## config.mk

```make
export PLATFORM = sky130hd
export DESIGN_NAME = alu_dispatch
export DESIGN_NICKNAME = d
export VERILOG_FILES = /design/src/rtl/alu_dispatch.sv
export SDC_FILE = /design/constraint.sdc
export NUM_CORES = 1
export LEC_CHECK = 0
export ABC_AREA = 1
export CAP_MARGIN = 30
export CORE_MARGIN = 4
export CORE_UTILIZATION = 41
export DETAILED_ROUTE_END_ITERATION = 7
export PLACE_DENSITY_LB_ADDON = 0.05
export SLEW_MARGIN = 20
export SYNTH_ARGS = -nofsm -noshare
export SYNTH_HDL_FRONTEND = slang
export SYNTH_SLANG_ARGS = --single-unit
export TNS_END_PERCENT = 1
```

## constraint.sdc

```tcl
create_clock -name clk -period 4.8 [get_ports clk]
set_input_delay 0.96 -clock clk [delete_from_list [all_inputs] [get_ports clk]]
set_output_delay 0.96 -clock clk [all_outputs]
set_load 0.005 [all_outputs]
```

## src/rtl/alu_dispatch.sv

```systemverilog
// alu_dispatch: issue sequencer between fetch and the ALU/register file.
// Accepts one MIPS word, decodes it to an ALU op, runs one EXEC cycle and
// writes the result back. Four cycles per instruction, no pipelining.
module alu_dispatch #(
   parameter int D_WIDTH = 32
) (
   input  logic               clk,
   input  logic               rst,
   input  logic               in_valid,
   output logic               in_ready,
   input  logic [31:0]        in_instr,
   output logic [4:0]         rs_addr,
   output logic [4:0]         rt_addr,
   input  logic [D_WIDTH-1:0] rs_data,
   input  logic [D_WIDTH-1:0] rt_data,
   output logic [2:0]         alu_op,
   output logic [D_WIDTH-1:0] alu_a,
   output logic [D_WIDTH-1:0] alu_b,
   output logic               alu_en,
   input  logic [D_WIDTH-1:0] alu_result,
   output logic               wb_en,
   output logic [4:0]         wb_addr,
   output logic [D_WIDTH-1:0] wb_data,
   output logic               done,
   output logic               illegal
);

   localparam logic [1:0] IDLE   = 2'd0;
   localparam logic [1:0] DECODE = 2'd1;
   localparam logic [1:0] EXEC   = 2'd2;
   localparam logic [1:0] WB     = 2'd3;

   logic [1:0]         state;
   logic [31:0]        instr;
   logic [4:0]         dest;

   logic               dec_valid;
   logic [2:0]         dec_op;
   logic [D_WIDTH-1:0] dec_a;
   logic [D_WIDTH-1:0] dec_b;
   logic [4:0]         dec_dest;

   assign in_ready = (state == IDLE);
   assign rs_addr  = instr[25:21];
   assign rt_addr  = instr[20:16];

   // Decode the latched word into op, operands and destination register.
   always_comb begin
      dec_valid = 1'b0;
      dec_op    = 3'd0;
      dec_a     = rs_data;
      dec_b     = rt_data;
      dec_dest  = instr[15:11];
      if (instr[31:26] == 6'h00) begin
         case (instr[5:0])
            6'h20: begin dec_valid = 1'b1; dec_op = 3'd0; end
            6'h22: begin dec_valid = 1'b1; dec_op = 3'd1; end
            6'h18: begin dec_valid = 1'b1; dec_op = 3'd2; end
            6'h1A: begin dec_valid = 1'b1; dec_op = 3'd3; end
            6'h00: begin
               dec_valid = 1'b1;
               dec_op    = 3'd4;
               dec_a     = rt_data;
               dec_b     = {{(D_WIDTH-5){1'b0}}, instr[10:6]};
            end
            6'h02: begin
               dec_valid = 1'b1;
               dec_op    = 3'd5;
               dec_a     = rt_data;
               dec_b     = {{(D_WIDTH-5){1'b0}}, instr[10:6]};
            end
            default: dec_valid = 1'b0;
         endcase
      end else if (instr[31:26] == 6'h08) begin
         // addi: immediate sign-extended, result goes to rt
         dec_valid = 1'b1;
         dec_op    = 3'd0;
         dec_b     = {{(D_WIDTH-16){instr[15]}}, instr[15:0]};
         dec_dest  = instr[20:16];
      end
   end

   // Sequencer state and all registered outputs.
   always_ff @(posedge clk or posedge rst) begin
      if (rst) begin
         state   <= IDLE;
         instr   <= '0;
         dest    <= '0;
         alu_op  <= '0;
         alu_a   <= '0;
         alu_b   <= '0;
         alu_en  <= 1'b0;
         wb_en   <= 1'b0;
         wb_addr <= '0;
         wb_data <= '0;
         done    <= 1'b0;
         illegal <= 1'b0;
      end else begin
         wb_en   <= 1'b0;
         done    <= 1'b0;
         illegal <= 1'b0;
         case (state)
            IDLE: begin
               if (in_valid) begin
                  instr <= in_instr;
                  state <= DECODE;
               end
            end
            DECODE: begin
               if (dec_valid) begin
                  alu_en <= 1'b1;
                  alu_op <= dec_op;
                  alu_a  <= dec_a;
                  alu_b  <= dec_b;
                  dest   <= dec_dest;
                  state  <= EXEC;
               end else begin
                  illegal <= 1'b1;
                  state   <= IDLE;
               end
            end
            EXEC: begin
               alu_en  <= 1'b0;
               alu_op  <= '0;
               alu_a   <= '0;
               alu_b   <= '0;
               // wb_data doubles as the captured result register
               wb_data <= alu_result;
               wb_addr <= dest;
               wb_en   <= (dest != 5'd0);
               done    <= 1'b1;
               state   <= WB;
            end
            WB: begin
               wb_addr <= '0;
               wb_data <= '0;
               state   <= IDLE;
            end
            default: state <= IDLE;
         endcase
      end
   end

endmodule

```

==> summary.txt <==
SETUP PATH
----------------------------------------------------------------------------
CP Class                                                        flip-flop to flip-flop
Biggest fanout along the worst timing path                                39
Sort of element at the end of the critical path                    flip-flop
Worst setup path start                                             instr[30]
Req. time, crit path                                                 5.16 ns
Worst reg2reg path depth                                                  11
Crit path capture                                                  alu_a[12]
Cell-by-cell listing of the critical path                       nor2_2 > inv_2 > nor2_2 > nand2_1 > nand3_2 > nand2_2 > buf_12 > inv_2 > buf_12 > nand2_1 > nand2_1
Reg2Reg Capture Point                                              alu_a[12]
CP startpoint kind                                                 flip-flop
Cell type of the slowest stage on the worst timing path               nor2_2
R2R setup slack                                                      2.07 ns
Startpoint of the worst-slack reg-to-reg timing path               instr[30]
CP most frequent cell                                                nand2_1
Delay of the slowest cell on the worst path                          0.59 ns
Critical Path AT                                                     3.09 ns

CTS
----------------------------------------------------------------------------
Hold_buf cts                                                               0
CTS tree                                                                 yes
TritonCTS Buffers                                                         17
Clock network latency to the later pin of the worst-skew pair        0.43 ns
Number of gates resized after CTS                                          0
Root Buffer Master                                                 clkbuf_16
# Post-CTS Setup Buffers                                                   0
Maximum buffer depth of the clock tree                                     2
Clock-pin transition on the worst setup and hold timing paths        0.06 ns
Number of sinks on the clock net                                         147
H-tree levels                                                              4

TIMING
----------------------------------------------------------------------------
F_max                                                              0.366 GHz
Final period demand of the worst path                                2.73 ns
Worst-Margin Slew                                                   0.886 ns
Final hold viol count                                                      0
Slew Limit Fails                                                           0
Clk_skew                                                           0.0178 ns
Remaining max-slew budget at the tightest pin                          0.407
Setup Viol. Count Final                                                    0
Total Negative Setup Slacks                                             0 ns
Min Hold Slack                                                      0.493 ns
RSZ-0062 raised after global routing                                      no
Final Cycle Share                                                      0.569

LOGIC SYNTHESIS
----------------------------------------------------------------------------
Mean cell area of the mapped netlist                               8.53 um^2
Yosys top cell area share                                              0.529
Share of synthesized area occupied by flip-flops and latches           0.529
Syn nets                                                                 947
Gate Count Post-Synth                                                    816
Seq cells post-synth                                                     147
Leading area contributor after synthesis                             dfrtp_1
Cell area after synthesis                                       0.00696 mm^2
Unique masters post-synth                                                 26
Largest cells by area after synthesis                           dfrtp_1, nand2_1, o21ai_0
Synthesis Warnings                                                         0

FINISH
----------------------------------------------------------------------------
Number of diodes added for antenna fixing                                  0
Share of cells above drive strength 1                                 0.0852
Total Nets Final                                                        1162
Area grow syn2layout                                                   45.5%

GLOBAL ROUTING
----------------------------------------------------------------------------
Initial antenna violation count                                            1
Vias in the first global route                                          6110
Gr ovfl total                                                              0
Maximum number of pins on one net before global-route repair             148
First-pass GRT wire length                                          34100 um
Total GRT Usage                                                        0.222

PWR
----------------------------------------------------------------------------
Lkg Pwr                                                              4.88 nW
Highest ir drop seen on vdd                                           286 uV
Power density cells                                              476 mW/mm^2

WORST HOLD PATH
----------------------------------------------------------------------------
Worst min path class                                            flip-flop to flip-flop
Startpoint of the tightest hold check path                        wb_addr[2]

FLOORPLAN
----------------------------------------------------------------------------
Number of core rows                                                       47
Effective utilization at floorplan                                     0.420
Placeable core region                                            0.0166 mm^2
Die X                                                                 138 um
Chip Height                                                           138 um
Floorplan die area                                               0.0191 mm^2
IO Pins                                                                  250

ROUTE
----------------------------------------------------------------------------
DRC Markers                                                                0
Routed length on met3                                                1370 um
Final routed wire length divided by cell count                       16.9 um
Detail Route Antenna Nets                                                  0
Average vias per placed instance                                        4.99
1st-pass router iterations                                                 5
Highest Signal Layer                                                    met5
Met1 WL                                                              9630 um
Initial detailed-routing violation count                                 333
Via count                                                               6312
Sum of met2 wire segment lengths after detailed routing              9800 um
Final WL                                                            21300 um

STATUS
----------------------------------------------------------------------------
Outcome                                                         finished clean

PLACE
----------------------------------------------------------------------------
IO buf count                                                             249
Routability-driven placement congestion ratio                          0.863
HPWL after DPL                                                      14500 um

RUN
----------------------------------------------------------------------------
Number of maximum-capacitance violations                                   0

## final cells by class
class | instances | area, um^2
Multi-Input combinational cell | 539 | 2700
Clock buffer | 20 | 447
Timing Repair Buffer | 259 | 2630
Clock inverter | 12 | 146
Sequential cell | 147 | 3680
Fill cell | 1501 | 6460
Tap cell | 220 | 275
Inverter | 67 | 255
## worst min-delay path by stage
stage	to	cells past startpoint
3_3_place_gp	dest[3]	2
2_1_floorplan	state[0]	1
6_report	wb_addr[2]	2
3_5_place_dp	wb_addr[2]	2
4_1_cts	alu_a[12]	2
5_1_grt	alu_a[13]	2
## cell usage after synthesis (all sizes together)
cell type and count:
mux2 26, buf 36, nor3 1, a22o 35, nand3 73, dfrtp 147, nand2 244, o41ai 1
clkbuf 27, a21oi 13, o21ai 89, inv 67, or2 5, nor2 47, o211ai 5
## per-stage QoR
stage / cell area [um^2] / worst slack [ns] / total power, mW / instances / utilization
after floorplan: 6960 / 1.99 / 2.49 / 816 / -
after CTS: 10100 / 1.66 / 4.87 / 1261 / 0.607
final: 10100 / 2.07 / 4.82 / 1264 / 0.610
after global routing: 10100 / 1.75 / 5.11 / 1264 / 0.610
after global placement: 9450 / 1.44 / 3.49 / 1228 / 0.570
after detailed placement: 9470 / 1.69 / 3.51 / 1229 / 0.571
## sequential cells by signal, summed over array words and instances, names as in the netlist, 3 cells and up, named ones only
signal,flops
alu_a,32
alu_b,32
alu_op,3
dest,5
instr,32
wb_addr,5
wb_data,32
## layer usage
| metal | GRT usage | vias up |
|---|---|---|
| li1 | - | 3069 |
| met2 | 0.339 | 229 |
| met1 | 0.311 | 2983 |
| met5 | 0 | - |
| met4 | 0.0754 | 2 |
| met3 | 0.0566 | 29 |
## power by group
group	leakage, nW	total (mW)	internal [mW]	switching [mW]
clock	0.281	1.35	0.792	0.554
sequential	1.88	1.92	1.66	0.260
combinational	2.72	1.55	0.988	0.563
total	4.88	4.82	3.44	1.38
## worst max-delay path: cells and delay by family, from the launching register on
| family | cells | cell delay [ns] |
|---|---|---|
| buffers and inverters | 4 | 0.83 |
| flip-flops | 1 | 0.38 |
| AND/OR/NAND/NOR | 7 | 1.41 |
## logic make-up after synthesis
| kind of cell | after synthesis | synth area share |
|---|---|---|
| flops | 147 | 0.529 |
| mux | 26 | 0.0421 |
| simple gates | 370 | 0.220 |
| buf+inv | 130 | 0.0851 |
| compound gates | 143 | 0.124 |
## cells in the final DEF, fill, tap and decap left out, types with 5 or more instances in the layout
master             n
clkdlybuf4s50_1  249
nand2_1          240
dfrtp_1          147
o21ai_0           80
nand3_1           72
inv_1             60
nor2_1            41
a22o_1            35
mux2_2            26
clkbuf_16         17
a21oi_1           13
o21ai_1            9
inv_2              6
o211ai_1           5
or2_2              5
inv_6              5
buf_4              5
Power figures use the tool's default switching activity.
